==> src/rtl/dmem_pkg.sv <==
// Shared constants and state encoding for the data-memory arbiter.
package dmem_pkg;

  localparam logic [31:0] MEM_BASE = 32'hFFFFFF00;

  localparam logic ID_CPU = 1'b0;
  localparam logic ID_LDR = 1'b1;

  typedef enum logic {
    ARB    = 1'b0,
    LOCKED = 1'b1
  } state_e;

endpackage

==> src/rtl/dmem_arbiter_if.sv <==
// Request, response and memory-side signals of the data-memory arbiter.
interface dmem_arbiter_if;

  logic        cpu_req;
  logic        cpu_we;
  logic [31:0] cpu_addr;
  logic [31:0] cpu_wdata;
  logic        cpu_gnt;
  logic        cpu_stall;

  logic        ldr_req;
  logic        ldr_we;
  logic        ldr_lock;
  logic [31:0] ldr_addr;
  logic [31:0] ldr_wdata;
  logic        ldr_gnt;

  logic        rsp_valid;
  logic        rsp_id;
  logic [31:0] rsp_rdata;
  logic        rsp_err;

  logic        mem_we;
  logic [31:0] mem_addr;
  logic [31:0] mem_wdata;
  logic [31:0] mem_rdata;

  modport slave (
    input  cpu_req, cpu_we, cpu_addr, cpu_wdata,
    input  ldr_req, ldr_we, ldr_lock, ldr_addr, ldr_wdata,
    input  mem_rdata,
    output cpu_gnt, cpu_stall, ldr_gnt,
    output rsp_valid, rsp_id, rsp_rdata, rsp_err,
    output mem_we, mem_addr, mem_wdata
  );

  modport master (
    output cpu_req, cpu_we, cpu_addr, cpu_wdata,
    output ldr_req, ldr_we, ldr_lock, ldr_addr, ldr_wdata,
    output mem_rdata,
    input  cpu_gnt, cpu_stall, ldr_gnt,
    input  rsp_valid, rsp_id, rsp_rdata, rsp_err,
    input  mem_we, mem_addr, mem_wdata
  );

endinterface

==> src/rtl/dmem_age_counter.sv <==
// Saturating up-counter; sat flags that the count has reached MAX.
module dmem_age_counter #(
  parameter int MAX = 4
) (
  input  logic clk,
  input  logic rst_n,
  input  logic inc,
  input  logic clr,
  output logic sat
);

  localparam int W = (MAX < 1) ? 1 : $clog2(MAX + 1);

  logic [W-1:0] cnt_q, cnt_d;

  assign sat = (cnt_q == W'(MAX));

  always_comb begin
    cnt_d = cnt_q;
    if (clr) begin
      cnt_d = '0;
    end else if (inc && !sat) begin
      cnt_d = cnt_q + 1'b1;
    end
  end

  always_ff @(posedge clk) begin
    if (!rst_n) begin
      cnt_q <= '0;
    end else begin
      cnt_q <= cnt_d;
    end
  end

endmodule

==> src/rtl/dmem_arbiter.sv <==
// Two-port arbiter for the single-port data memory: cpu first, loader aged,
// optional loader burst lock, range check and one registered response per grant.
//
//   state  | meaning
//   ARB    | cpu has priority unless the loader has waited MAX_WAIT cycles
//   LOCKED | loader burst in progress; cpu is stalled
module dmem_arbiter #(
  parameter logic [31:0] MEM_BASE  = dmem_pkg::MEM_BASE,
  parameter int          MAX_WAIT  = 4,
  parameter int          BURST_MAX = 8
) (
  input  logic          clk,
  input  logic          rst_n,
  dmem_arbiter_if.slave bus
);

  import dmem_pkg::*;

  localparam bit LOCK_EN    = (BURST_MAX > 1);
  localparam int BURST_LAST = (BURST_MAX > 1) ? BURST_MAX - 1 : 1;

  state_e      state_q, state_d;
  logic        cpu_gnt, ldr_gnt, any_gnt;
  logic        wait_sat, burst_sat;
  logic        gnt_we, in_range;
  logic [31:0] gnt_addr, gnt_wdata;

  logic        rsp_valid_q, rsp_valid_d;
  logic        rsp_id_q, rsp_id_d;
  logic        rsp_err_q, rsp_err_d;
  logic [31:0] rsp_rdata_q, rsp_rdata_d;

  always_comb begin
    state_d = state_q;
    cpu_gnt = 1'b0;
    ldr_gnt = 1'b0;
    case (state_q)
      ARB: begin
        if (bus.cpu_req && bus.ldr_req) begin
          if (wait_sat) ldr_gnt = 1'b1;
          else          cpu_gnt = 1'b1;
        end else if (bus.cpu_req) begin
          cpu_gnt = 1'b1;
        end else if (bus.ldr_req) begin
          ldr_gnt = 1'b1;
        end
        if (ldr_gnt && bus.ldr_lock && LOCK_EN) state_d = LOCKED;
      end
      LOCKED: begin
        if (bus.ldr_req) begin
          ldr_gnt = 1'b1;
          // burst_sat means this grant is the BURST_MAX-th of the burst
          if (!bus.ldr_lock || burst_sat) state_d = ARB;
        end else begin
          state_d = ARB;
        end
      end
      default: state_d = ARB;
    endcase
  end

  always_comb begin
    gnt_addr  = bus.cpu_addr;
    gnt_wdata = '0;
    gnt_we    = 1'b0;
    if (ldr_gnt) begin
      gnt_addr  = bus.ldr_addr;
      gnt_wdata = bus.ldr_wdata;
      gnt_we    = bus.ldr_we;
    end else if (cpu_gnt) begin
      gnt_addr  = bus.cpu_addr;
      gnt_wdata = bus.cpu_wdata;
      gnt_we    = bus.cpu_we;
    end
    any_gnt     = cpu_gnt | ldr_gnt;
    in_range    = (gnt_addr >= MEM_BASE);
    rsp_valid_d = any_gnt;
    rsp_id_d    = ldr_gnt ? ID_LDR : ID_CPU;
    rsp_err_d   = any_gnt & ~in_range;
    rsp_rdata_d = (any_gnt && !gnt_we && in_range) ? bus.mem_rdata : '0;
  end

  dmem_age_counter #(.MAX(MAX_WAIT)) u_wait (
    .clk   (clk),
    .rst_n (rst_n),
    .inc   (bus.ldr_req & ~ldr_gnt),
    .clr   (ldr_gnt | ~bus.ldr_req),
    .sat   (wait_sat)
  );

  dmem_age_counter #(.MAX(BURST_LAST)) u_burst (
    .clk   (clk),
    .rst_n (rst_n),
    .inc   (ldr_gnt),
    .clr   (state_d == ARB),
    .sat   (burst_sat)
  );

  always_ff @(posedge clk) begin
    if (!rst_n) begin
      state_q     <= ARB;
      rsp_valid_q <= 1'b0;
      rsp_id_q    <= ID_CPU;
      rsp_err_q   <= 1'b0;
      rsp_rdata_q <= '0;
    end else begin
      state_q     <= state_d;
      rsp_valid_q <= rsp_valid_d;
      rsp_id_q    <= rsp_id_d;
      rsp_err_q   <= rsp_err_d;
      rsp_rdata_q <= rsp_rdata_d;
    end
  end

  assign bus.cpu_gnt   = cpu_gnt;
  assign bus.ldr_gnt   = ldr_gnt;
  assign bus.cpu_stall = bus.cpu_req & ~cpu_gnt;
  assign bus.mem_we    = gnt_we & in_range;
  assign bus.mem_addr  = gnt_addr;
  assign bus.mem_wdata = gnt_wdata;
  assign bus.rsp_valid = rsp_valid_q;
  assign bus.rsp_id    = rsp_id_q;
  assign bus.rsp_err   = rsp_err_q;
  assign bus.rsp_rdata = rsp_rdata_q;

endmodule

==> src/flat_wrapper.sv <==
// flat-port wrapper written by rule: the top's interface ports become plain ports
module dmem_arbiter_flat import dmem_pkg::*;
#(
  parameter logic [31:0] MEM_BASE  = dmem_pkg::MEM_BASE,
  parameter int          MAX_WAIT  = 4,
  parameter int          BURST_MAX = 8
)
  (clk, rst_n, bus_cpu_req, bus_cpu_we, bus_cpu_addr, bus_cpu_wdata, bus_ldr_req, bus_ldr_we, bus_ldr_lock, bus_ldr_addr, bus_ldr_wdata, bus_mem_rdata, bus_cpu_gnt, bus_cpu_stall, bus_ldr_gnt, bus_rsp_valid, bus_rsp_id, bus_rsp_rdata, bus_rsp_err, bus_mem_we, bus_mem_addr, bus_mem_wdata);
  dmem_arbiter_if bus_i ();
  input  logic clk;
  input  logic rst_n;
  input wire logic [$bits(bus_i.cpu_req)-1:0] bus_cpu_req;
  input wire logic [$bits(bus_i.cpu_we)-1:0] bus_cpu_we;
  input wire logic [$bits(bus_i.cpu_addr)-1:0] bus_cpu_addr;
  input wire logic [$bits(bus_i.cpu_wdata)-1:0] bus_cpu_wdata;
  input wire logic [$bits(bus_i.ldr_req)-1:0] bus_ldr_req;
  input wire logic [$bits(bus_i.ldr_we)-1:0] bus_ldr_we;
  input wire logic [$bits(bus_i.ldr_lock)-1:0] bus_ldr_lock;
  input wire logic [$bits(bus_i.ldr_addr)-1:0] bus_ldr_addr;
  input wire logic [$bits(bus_i.ldr_wdata)-1:0] bus_ldr_wdata;
  input wire logic [$bits(bus_i.mem_rdata)-1:0] bus_mem_rdata;
  output wire logic [$bits(bus_i.cpu_gnt)-1:0] bus_cpu_gnt;
  output wire logic [$bits(bus_i.cpu_stall)-1:0] bus_cpu_stall;
  output wire logic [$bits(bus_i.ldr_gnt)-1:0] bus_ldr_gnt;
  output wire logic [$bits(bus_i.rsp_valid)-1:0] bus_rsp_valid;
  output wire logic [$bits(bus_i.rsp_id)-1:0] bus_rsp_id;
  output wire logic [$bits(bus_i.rsp_rdata)-1:0] bus_rsp_rdata;
  output wire logic [$bits(bus_i.rsp_err)-1:0] bus_rsp_err;
  output wire logic [$bits(bus_i.mem_we)-1:0] bus_mem_we;
  output wire logic [$bits(bus_i.mem_addr)-1:0] bus_mem_addr;
  output wire logic [$bits(bus_i.mem_wdata)-1:0] bus_mem_wdata;
  assign bus_i.cpu_req = bus_cpu_req;
  assign bus_i.cpu_we = bus_cpu_we;
  assign bus_i.cpu_addr = bus_cpu_addr;
  assign bus_i.cpu_wdata = bus_cpu_wdata;
  assign bus_i.ldr_req = bus_ldr_req;
  assign bus_i.ldr_we = bus_ldr_we;
  assign bus_i.ldr_lock = bus_ldr_lock;
  assign bus_i.ldr_addr = bus_ldr_addr;
  assign bus_i.ldr_wdata = bus_ldr_wdata;
  assign bus_i.mem_rdata = bus_mem_rdata;
  assign bus_cpu_gnt = bus_i.cpu_gnt;
  assign bus_cpu_stall = bus_i.cpu_stall;
  assign bus_ldr_gnt = bus_i.ldr_gnt;
  assign bus_rsp_valid = bus_i.rsp_valid;
  assign bus_rsp_id = bus_i.rsp_id;
  assign bus_rsp_rdata = bus_i.rsp_rdata;
  assign bus_rsp_err = bus_i.rsp_err;
  assign bus_mem_we = bus_i.mem_we;
  assign bus_mem_addr = bus_i.mem_addr;
  assign bus_mem_wdata = bus_i.mem_wdata;
  dmem_arbiter #(.MEM_BASE(MEM_BASE), .MAX_WAIT(MAX_WAIT), .BURST_MAX(BURST_MAX)) u_core (.clk(clk), .rst_n(rst_n), .bus(bus_i));
endmodule
==> config.mk <==
export PLATFORM = sky130hd
export DESIGN_NAME = dmem_arbiter_flat
export DESIGN_NICKNAME = d
export VERILOG_FILES = /design/src/rtl/dmem_pkg.sv /design/src/rtl/dmem_arbiter_if.sv /design/src/rtl/dmem_age_counter.sv /design/src/rtl/dmem_arbiter.sv /design/src/flat_wrapper.sv
export SDC_FILE = /design/constraint.sdc
export NUM_CORES = 1
export LEC_CHECK = 0
export CAP_MARGIN = 10
export CORE_AREA = 2 2 105 107
export CTS_CLUSTER_DIAMETER = 50
export DETAILED_ROUTE_END_ITERATION = 7
export DIE_AREA = 0 0 107 109
export PLACE_DENSITY = 0.75
export SLEW_MARGIN = 5
export SYNTH_ARGS = -nofsm -noshare
export SYNTH_HDL_FRONTEND = slang
export SYNTH_SLANG_ARGS = --single-unit
==> constraint.sdc <==
create_clock -name clk -period 2.42 [get_ports clk]
set_input_delay 0.242 -clock clk [delete_from_list [all_inputs] [get_ports clk]]
set_output_delay 0.242 -clock clk [all_outputs]
set_load 0.03 [all_outputs]
# ---- Word-level counts from Yosys, hierarchy flattened
# Index checks and enable logic that the tools add are counted.
dict set report classes {
  add_sub_neg 2
  order_cmp 1
  eq_ne 2
  n_mux 20
  n_bitwise 12
  n_reduce_logical 14
}
# op n
set op_table {}
lappend op_table {{$mux W32} 3}
lappend op_table {{$ge A32 B32 Y1 const B} 1}
lappend op_table {{$mux W1} 15}
lappend op_table {{$add A3 B1 Y3 const B} 2}
lappend op_table {{$eq A3 B3 Y1 const B} 2}
lappend op_table {{$logic_and A1 B1 Y1} 6}
lappend op_table {{$not A1 Y1} 6}
lappend op_table {{$and A1 B1 Y1} 4}
lappend op_table {{$logic_not A1 Y1} 4}
lappend op_table {{$pmux W1 S2} 2}
lappend op_table {{$reduce_and A2 Y1} 2}
lappend op_table {{$or A1 B1 Y1} 2}
lappend op_table {{$reduce_or A2 Y1} 1}
lappend op_table {{$logic_or A1 B1 Y1} 1}
dict set report word_totals {
  ff_bits 42
  in_bits 167
  output_inout_bits 103
  wordCells 58
}

# ---- Logic depth before layout (Yosys ltp)
# Gate-level depths: netlist (run 1).
dict set report depth {
  ltp_word 10
  ltp_mapped 8
  ltp_nobuf 6
}

# ---- Cells and area by module
# From an unflattened synthesis (run 1), not the netlist that was laid out.
dict set report unflattened {
  cells_unflattened 320
  hier_area_um2 2527.4
}
# module instances cells_each area_per_inst_um2 seq_area_each_um2
set by_module_without_submodules {}
lappend by_module_without_submodules {dmem_arbiter 1 289 2194.6 720.7}
lappend by_module_without_submodules {{dmem_age_counter (u_core.u_wait)} 1 18 187.7 60.1}
lappend by_module_without_submodules {{dmem_age_counter (u_core.u_burst)} 1 13 145.1 60.1}

# ---- Worst setup path before layout (run 1)
# Ideal clock, no wire load.
dict set report synth_timing {
  kind {flip-flop to output port}
  startpoint {reg u_core.u_wait.cnt_q[0]}
  endpoint {out bus_mem_we}
  arrival_time_ns 2.066
  t_required_ns 2.178
  setup_slack_ns 0.112
  stages_incl_launch_ff 9
  path_cell_list {dfxtp_1 inv_1 ha_1 nand2_2 o21a_1 buf_6 clkbuf_1 nand3_1 a21oi_1}
}
dict set report synth_via {
  word_cells_on_any_way 13
  cone_classes {order compare (1); eq/ne (1); mux (10); bitwise (1)}
}
# element line_no
set synth_rtl {}
lappend synth_rtl {{from (decl)} dmem_age_counter.sv:14} ;# logic [W-1:0] cnt_q, cnt_d;
lappend synth_rtl {{from (signal assigned)} dmem_age_counter.sv:31} ;# cnt_q <= cnt_d;
lappend synth_rtl {{$eq A3 B3 Y1} dmem_age_counter.sv:16} ;# assign sat = (cnt_q == W'(MAX));
lappend synth_rtl {{$mux W1} dmem_arbiter.sv:40} ;# if (wait_sat) ldr_gnt = 1'b1;
lappend synth_rtl {{$mux W1} dmem_arbiter.sv:39} ;# if (bus.cpu_req && bus.ldr_req) begin
lappend synth_rtl {{$mux W1} dmem_arbiter.sv:37} ;# case (state_q)
lappend synth_rtl {{net bus_cpu_gnt} flat_wrapper.sv:22} ;# output wire logic [$bits(bus_i.cpu_gnt)-1:0] bus_cpu_gnt;
lappend synth_rtl {{$mux W1} dmem_arbiter.sv:70} ;# end else if (cpu_gnt) begin
lappend synth_rtl {{$mux W1} dmem_arbiter.sv:66} ;# if (ldr_gnt) begin
lappend synth_rtl {{$and A1 B1 Y1} dmem_arbiter.sv:118} ;# assign bus.mem_we = gnt_we & in_range;
lappend synth_rtl {{to (decl)} flat_wrapper.sv:29} ;# output wire logic [$bits(bus_i.mem_we)-1:0] bus_mem_we;
# The timed path passes the listed nets, and every way through them passes these cells. The select of a mux whose other input is x is not followed.

# ---- Final worst setup path (run 1)
dict set report layout_timing {
  startpoint {reg u_core.u_wait.cnt_q[0]}
  endpoint {out bus_mem_addr[28]}
}
dict set report layout_via {
  elab_chain_len 6
}
# element line_no
set layout_lines {}
lappend layout_lines {{$eq A3 B3 Y1} dmem_age_counter.sv:16}
lappend layout_lines {{$mux W1} dmem_arbiter.sv:40}
lappend layout_lines {{$mux W1} dmem_arbiter.sv:39}
lappend layout_lines {{$mux W1} dmem_arbiter.sv:37}
lappend layout_lines {{$pmux W1 S2} dmem_arbiter.sv:37}
lappend layout_lines {{$mux W32} dmem_arbiter.sv:66}
lappend layout_lines {{to (decl)} flat_wrapper.sv:30} ;# output wire logic [$bits(bus_i.mem_addr)-1:0] bus_mem_addr;
# No other way between the ends. The select of a mux whose other input is x is not followed.

==> results.md, run 1 <==
| Group | Result | Value |
| --- | --- | --- |
| status | Result of the run | completed |
| floorplan | FP Rows | 38 |
| timing | Final setup margin | 0.09833 ns |
| power | Max rail drop VDD | 0.0002048 V |
| yosys | Cell accounting for the most synthesized area | dfxtp_1 |
| route | Total via count after detailed routing | 2927 |
| cells and area | Layout cells sized above 1 | 0.3129 |
| place | Placed instance count | 617 |
| clock network | Clock net sink count | 42 |
| floorplan | Vertical die dimension | 109 um |
| timing | Fin Hold WS | 0.4173 ns |
| route | Vias per Instance | 4.653 |
| yosys | Share of synthesized flip-flops with an asynchronous set or reset | 0 |
| route | Routed wire length | 11380 um |
| yosys | EDFF count, synth | 0 |
| yosys | Cell area after synthesis | 2437 um^2 |
| floorplan | DIE WIDTH | 107 um |
| timing | Maximum achievable frequency | 0.4307 GHz |
| grt | Congestion Overflow GR | 0 |
| timing | Final slew viol count | 0 |
| clock network | Number of buffers added by the clock tree synthesis step | 5 |
| timing | Final setup skew | 0.009675 ns |
| floorplan | Core Box Area | 10600 um^2 |
| route | Starting DRT DRC Count | 61 |
| critical path | Data required, critical path | 2.18 ns |
| clock network | Clock tree from TritonCTS | done |
| power | Overall power | 2235 uW |
| timing | Number of hold violations in the final report | 0 |
| timing | Portion of the clock cycle consumed by the worst path in the final layout | 0.9594 |
| grt | Largest net degree at the start of global routing | 35 |
| run | MaxCap Viol Count | 0 |
| yosys | Number of warnings issued by yosys | 0 |
| yosys | Synth top cells by count | 42 x dfxtp_1, 32 x a22o_1, 32 x mux2_2 |
| cells and area | Non-Filler Instances | 629 |
| route | Post-route DRC | 0 |
| yosys | Nets in the synthesized netlist | 385 |
| critical path | Data arrival time at the worst-slack endpoint | 2.08 ns |
| grt | Total track usage | 0.1823 |
| cells and area | Antenna diode count | 0 |
| timing | Setup repair after global routing missed its margin | no |
| grt | Via count of the first global-routing pass | 3027 |
| yosys | Count of distinct cell types in the synthesized netlist | 29 |
| clock network | Later-pin clock latency in the skew report | 0.29 ns |
| critical path | Flop2flop setup slack | 0.25 ns |
| grt | Wire length of the first global-routing pass | 16240 um |
| clock network | Number of levels in the clock H-tree | 2 |
| worst hold path | Hold Path Depth | 1 |
| place | Detailed placer's ending HPWL | 9744 um |
| floorplan | I/O pin total | 270 |
| power | Power per Cell Area | 407.9 nW/um^2 |
| cells and area | Storage cell area | 842.1 um^2 |
| yosys | Cells taking the most area after synthesis | dfxtp_1 34%, nor4b_2 18%, mux2_2 15% |
| critical path | CP Max Fanout | 11 |
| timing | Min Tclk post-route | 2.322 ns |
| clock network | Post-CTS Hold Buffers | 0 |
| timing | Worst slew margin relative to its limit | 0.5859 |
| critical path | Setup Crit Path Kind | register to output pin |
| yosys | Instance count of the mapped netlist | 214 |
| cells and area | Area growth from synthesis to final layout | 124.8% |
| cells and area | Number of nets in the layout | 659 |
| route | Remaining antenna violation count after routing | 0 |
| critical path | Reg2reg path depth | 9 |
| timing | Slew @ Worst Pin | 0.6174 ns |
| cells and area | Count of fill cells added during filler insertion | 957 |
| floorplan | Initial cell density of the core | 0.2299 |
| timing | Setup TNS | 0 ns |
| route | Length of the first detailed-routing pass in iterations | 4 |
| floorplan | Die Footprint | 11660 um^2 |
| clock network | Clock Tree Buf Depth | 2 |
| power | LEAKAGE | 0.002074 uW |
| yosys | Mean post-synth cell area | 11.39 um^2 |
| critical path | Worst Setup End Kind | output pin |
| clock network | Clock-pin transition on the worst setup and hold timing paths | 0.07 ns |
| yosys | Part of the Yosys area used for sequential elements | 0.3450 |
| grt | Antenna violations before repair | 0 |
| yosys | Fraction of synthesized cell area taken by the top area cell type | 0.3450 |
| yosys | Commonest register cell after synthesis | dfxtp_1 |
| cells and area | Area taken by multi-input logic gates | 1496 um^2 |
| timing | Final setup violation count | 0 |
| place | Final GP Congestion | 1.036 |
| place | Number of port buffers | 269 |
| worst hold path | Min-delay worst type | register to register |
| yosys | Post-synthesis sequential element count | 42 |
| clock network | Root Buffer | clkbuf_8 |
| route | Routed length per placed instance | 18.09 um |
| critical path | Crit start category | register |
| place | Setup WS pre-CTS | 0.003178 ns |
| yosys | Dominant cell by count in the synthesized netlist | dfxtp_1 |
timing repair:
item / in CTS / in global routing
gates resized for setup: 24 / 32
setup endpoints to repair: 44 / 28
gates cloned: 0 / 2
pin swaps: 0 / 1
buffers inserted: 0 / 2
sequential cells by signal, summed over array words and instances (netlist names):
signal / flops
u_core.u_burst.cnt_q: 3
u_core.bus.rsp_valid: 1
u_core.bus.rsp_id: 1
u_core.u_wait.cnt_q: 3
u_core.bus.rsp_rdata: 32
u_core.state_q: 1
u_core.bus.rsp_err: 1
per-layer routing:
layer  up-vias  wire length, um  GRT usage  part of all wire
met5         -                0          0                 0
met4         0              307    0.06494             0.027
met3        24              898    0.04363             0.079
met2       157             6471     0.3740              0.57
met1      1365             3702     0.1743              0.33
li1       1381                -          -                 -
cell families (layout without fill, tap and decap cells):
kind of cell             count (synthesis)  count (layout)  synth area share
XOR/XNOR                                 2               2          0.007188
multiplexers                            36              36            0.1658
AND/OR/NAND/NOR                         65              65            0.2649
flip-flops                              42              42            0.3450
buffers and inverters                   26             301           0.05698
adder cells (fa/ha/maj)                  4               4           0.02053
AO/OA/AOI/OAI                           39              39            0.1396
critical path, cell delays in order (launching register included):
cell and delay, ns:
dfxtp_2 0.33, inv_1 0.06, ha_2 0.17, nand2_2 0.09
a21oi_4 0.24, clkbuf_16 0.21, mux2_2 0.33, dlygate4sd2_1 0.36
path summary, 6_finish.rpt:
| kind | start | endpoint |
|---|---|---|
| worst min-delay path | u_core.u_wait.cnt_q[0]$_SDFFE_PP0P_ | u_core.u_wait.cnt_q[0]$_SDFFE_PP0P_ |
| worst min register to register | u_core.u_wait.cnt_q[0]$_SDFFE_PP0P_ | u_core.u_wait.cnt_q[0]$_SDFFE_PP0P_ |
| worst max-delay path | u_core.u_wait.cnt_q[0]$_SDFFE_PP0P_ | bus_mem_addr[28] |
| worst max register to register | u_core.u_wait.cnt_q[0]$_SDFFE_PP0P_ | u_core.bus.rsp_rdata[17]$_SDFF_PN0_ |
area by class of cell:
type | instances | share of cell area
repair buffers | 287 | 0.5121
multi-input cells | 146 | 0.2731
flip-flops and latches | 42 | 0.1537
well taps | 140 | 0.03196
clock buffers | 5 | 0.01256
clock inverters | 3 | 0.01256
inverters | 6 | 0.004110
layout by cell type (no fill, tap or decap), drive strengths merged, types with 2 or more instances in the layout:
cell type / instances
mux2i: 4
nand3: 6
nand2: 4
nor4b: 32
nor4: 2
ha: 4
nand4: 10
mux2: 32
xnor2: 2
clkdlybuf4s50: 202
bufinv: 2
a22o: 32
a21oi: 2
dlygate4sd2: 8
dfxtp: 42
nor3: 2
inv: 6
nor2: 6
clkbuf: 18
clkdlybuf4s15: 2
o21a: 2
buf: 62
report_power, final:
group          internal (uW)  switching, uW  total (uW)
logic                    483            400         883
registers                695           1.92         697
clock network            413            242         655
total                   1590            644        2240
metrics by stage:
stage               instance area (um^2)    util
floorplan                           2437       -
global placement                    5300  0.4999
detailed placement                  5300  0.4999
CTS                                 5424  0.5116
global route                        5480  0.5169
finish                              5480  0.5169
No activity file was read; power rests on OpenSTA's default activity.
==> run 2: changes to the inputs <==
- SLEW_MARGIN: 5 -> 20
==> results of run 2 <==
Final layout, timing and power as in run 1 (identical DEF).
==> run 3: changes to the inputs <==
- PLACE_DENSITY: 0.75 -> 0.78
- SLEW_MARGIN: 20 -> 25
- clock period: 2.42 -> 1.9 ns (I/O delays scaled with it)
==> run 3 against run 2 <==
  * The flow now finishes with violations (setup timing)
  * Critical path depth rose by 3
  * Utilization rose by 8.9 points
  * Die area did not move
  * Sequential share of layout area fell by 2.2 points
  * Non-clock buffer count rose by 38
  * Combinational power rose by 53%
  * Setup slack got worse by 0.27 ns
  * Critical path type unchanged
==> results.md, run 3 (synthesized netlist as in run 1, its figures left out) <==
| Group | Result | Value | Change |
| --- | --- | --- | --- |
| floorplan | Die Footprint | 11660 um^2 | unchanged |
| route | Remaining antenna violation count after routing | 0 | unchanged |
| cells and area | Final instance area | 6427 um^2 | +17% |
| clock network | Number of levels in the clock H-tree | 2 | unchanged |
| route | Routed length per placed instance | 17.61 um | -2.6% |
| route | Starting DRT DRC Count | 73 | +20% |
| timing | Number of hold violations in the final report | 0 | unchanged |
| route | Routed wire length | 11750 um | +3.2% |
| timing | Worst slew margin relative to its limit | 0.7658 | +0.1799 |
| clock network | Clock-pin transition on the worst setup and hold timing paths | 0.09 ns | +0.02 ns |
| timing | Min Tclk post-route | 2.071 ns |  |
| cells and area | Layout cells sized above 1 | 0.3947 | +0.08180 |
| power | Power per Cell Area | 441.2 nW/um^2 | +8.2% |
| critical path | Critical register-to-register path startpoint | u_core.u_wait.cnt_q[1]$_SDFFE_PP0P_ |  |
| cells and area | Area growth from synthesis to final layout | 163.7% |  |
| timing | Slew @ Worst Pin | 0.3503 ns | -0.2672 ns |
| critical path | Data required, critical path | 1.71 ns | -0.47 ns |
| route | Vias per Instance | 4.529 | -2.7% |
| grt | Largest net degree at the start of global routing | 33 | -5.7% |
| power | Logic gate share of total power | 0.474 | +0.079 |
| clock network | Number of buffers added by the clock tree synthesis step | 5 | unchanged |
| place | Final GP Congestion | 0.8886 | -14% |
| place | Setup WS pre-CTS | -0.3867 ns | -0.3899 ns |
| critical path | Setup Crit Path Kind | register to output pin |  |
| timing | Maximum achievable frequency | 0.4827 GHz |  |
| critical path | CP Max Fanout | 6 | -5 |
| clock network | Clock Tree Buf Depth | 2 | unchanged |
| timing | Final setup violation count | 99 | +99 |
| grt | Via count of the first global-routing pass | 3124 | +3.2% |
| power | Internal power contribution | 1927 uW | +21% |
| power | LEAKAGE | 0.002726 uW | +31% |
| power | Proportion of power drawn by flip-flops and latches | 0.313 | about the same |
| power | Max rail drop VDD | 0.0003131 V | +53% |
| floorplan | DIE WIDTH | 107 um | unchanged |
| floorplan | Vertical die dimension | 109 um | unchanged |
| timing | Final slew viol count | 0 | unchanged |
| timing | Setup TNS | -11.42 ns | -11.42 ns |
| timing | Final setup margin | -0.1715 ns | -0.2698 ns |
| clock network | Later-pin clock latency in the skew report | 0.30 ns | about the same |
| timing | Setup repair after global routing missed its margin | yes |  |
| place | Number of port buffers | 269 | unchanged |
| worst hold path | Min-delay worst type | primary input to register |  |
| critical path | Data arrival time at the worst-slack endpoint | 1.88 ns | -0.20 ns |
| route | Length of the first detailed-routing pass in iterations | 4 | unchanged |
| place | Post-placement cell area | 5419 um^2 | +2.2% |
| critical path | Critical path launch point | u_core.u_wait.cnt_q[1]$_SDFFE_PP0P_ |  |
| timing | Portion of the clock cycle consumed by the worst path in the final layout | 1.090 |  |
| place | Detailed placer's ending HPWL | 9294 um | -4.6% |
| power | Proportion of power drawn by the clock network | 0.213 | -0.080 |
| grt | Congestion Overflow GR | 0 | unchanged |
| status | Result of the run | complete, but fails checks |  |
| clock network | Clock tree from TritonCTS | done |  |
| critical path | Worst Setup End Kind | output pin |  |
| grt | Antenna violations before repair | 0 | unchanged |
| grt | Total track usage | 0.1782 | -0.004093 |
| status | Failing checks | setup timing |  |
| grt | Wire length of the first global-routing pass | 16140 um | -0.63% |
| cells and area | Most common library cell in the layout ignoring fill and taps | clkdlybuf4s50_1 |  |
| timing | Final setup skew | 0.005862 ns | -0.003813 ns |
| power | Overall power | 2836 uW | +27% |
| run | MaxCap Viol Count | 0 | unchanged |
| worst hold path | Startpoint of the lowest-slack hold path | bus_mem_rdata[27] |  |
| power | Fraction of power spent switching nets | 0.3206 | +0.03236 |
| floorplan | Core Box Area | 10600 um^2 | unchanged |
| cells and area | Flip-flop count of the largest register, all copies and words added | 32 | unchanged |
| critical path | Crit start category | register |  |
| route | Total via count after detailed routing | 3021 | +3.2% |
| clock network | Root Buffer | clkbuf_8 |  |
| floorplan | Initial cell density of the core | 0.2299 | unchanged |
| floorplan | FP Rows | 38 | unchanged |
| cells and area | Antenna diode count | 0 | unchanged |
| clock network | Post-CTS Hold Buffers | 0 | unchanged |
| clock network | Clock net sink count | 42 | unchanged |
| floorplan | I/O pin total | 270 | unchanged |
| power | Net load switching power | 909.1 uW | +41% |
| route | Post-route DRC | 0 | unchanged |
| cells and area | Number of nets in the layout | 697 | +5.8% |
| cells and area | Leading cell types in the layout, fill and taps excluded | 201 x clkdlybuf4s50_1, 79 x buf_6, 40 x dfxtp_1 |  |
## run 3: changes by cell type in the layout (fill, tap and decap cells not counted), moves of 3 or more
cell and delta:
clkbuf_2 -11, mux2_4 +20, nor4b_2 -22, buf_12 +3, buf_8 +4, dlygate4sd2_1 -8, buf_4 -26, buf_6 +78
mux2_2 -20, nor4b_4 +24
## run 3: power by group through the flow
| stage | Sequential (uW) | Clock (uW) | Combinational (uW) |
|---|---|---|---|
| floorplan | 916 | 0 | 478 |
| global placement | 908 | 0 | 1110 |
| detailed placement | 908 | 0 | 1120 |
| CTS | 888 | 619 | 1270 |
| global route | 889 | 662 | 1400 |
| finish | 888 | 603 | 1350 |
## run 3: final timing paths
kind / endpoint / slack, ns / cells past startpoint
setup / recovery: bus_mem_we / -0.17 / 10
hold / removal: u_core.bus.rsp_rdata[27]$_SDFF_PN0_ / 0.46 / 2
setup reg to reg: u_core.bus.rsp_rdata[3]$_SDFF_PN0_ / -0.15 / 9
hold reg to reg: u_core.u_wait.cnt_q[0]$_SDFFE_PP0P_ / 0.51 / 2
## run 3: critical path, stage by stage (launching register included)
cell	delay, ns
dfxtp_2	0.33
inv_2	0.06
ha_4	0.13
nand2_4	0.05
a21oi_4	0.18
buf_12	0.16
buf_12	0.13
mux2i_4	0.24
buf_12	0.12
a21oi_2	0.03
buf_6	0.14
## run 3: final cells by class
class,instances,area (um^2)
repair buffers,325,3480
clock buffers,5,68.82
clock inverters,3,25.02
multi-input cells,146,1813
inverters,6,22.52
well taps,140,175.2
flip-flops and latches,42,843.3
fillers,861,4175
## run 3: metal layers
layer	share of wire	vias to the layer above	global-route usage
li1	-	1456	-
met1	0.37	1434	0.1985
met2	0.57	124	0.3480
met3	0.054	7	0.03586
met4	0.0091	0	0.03803
met5	0	-	0
## run 3: metrics by stage
step                        util  hold slack, ns  cells
after detailed placement  0.5111          0.5018    636
after floorplan                -          0.3117    214
after global routing      0.6062          0.4433    667
after CTS                 0.5646          0.4598    658
after global placement    0.5111          0.4776    636
final                     0.6062          0.4552    667
## run 3: repair_timing
action	CTS	global route
resized for setup	189	61
pin swaps	21	31
setup endpoints to repair	96	101
buffers inserted	12	7
cloned	2	4
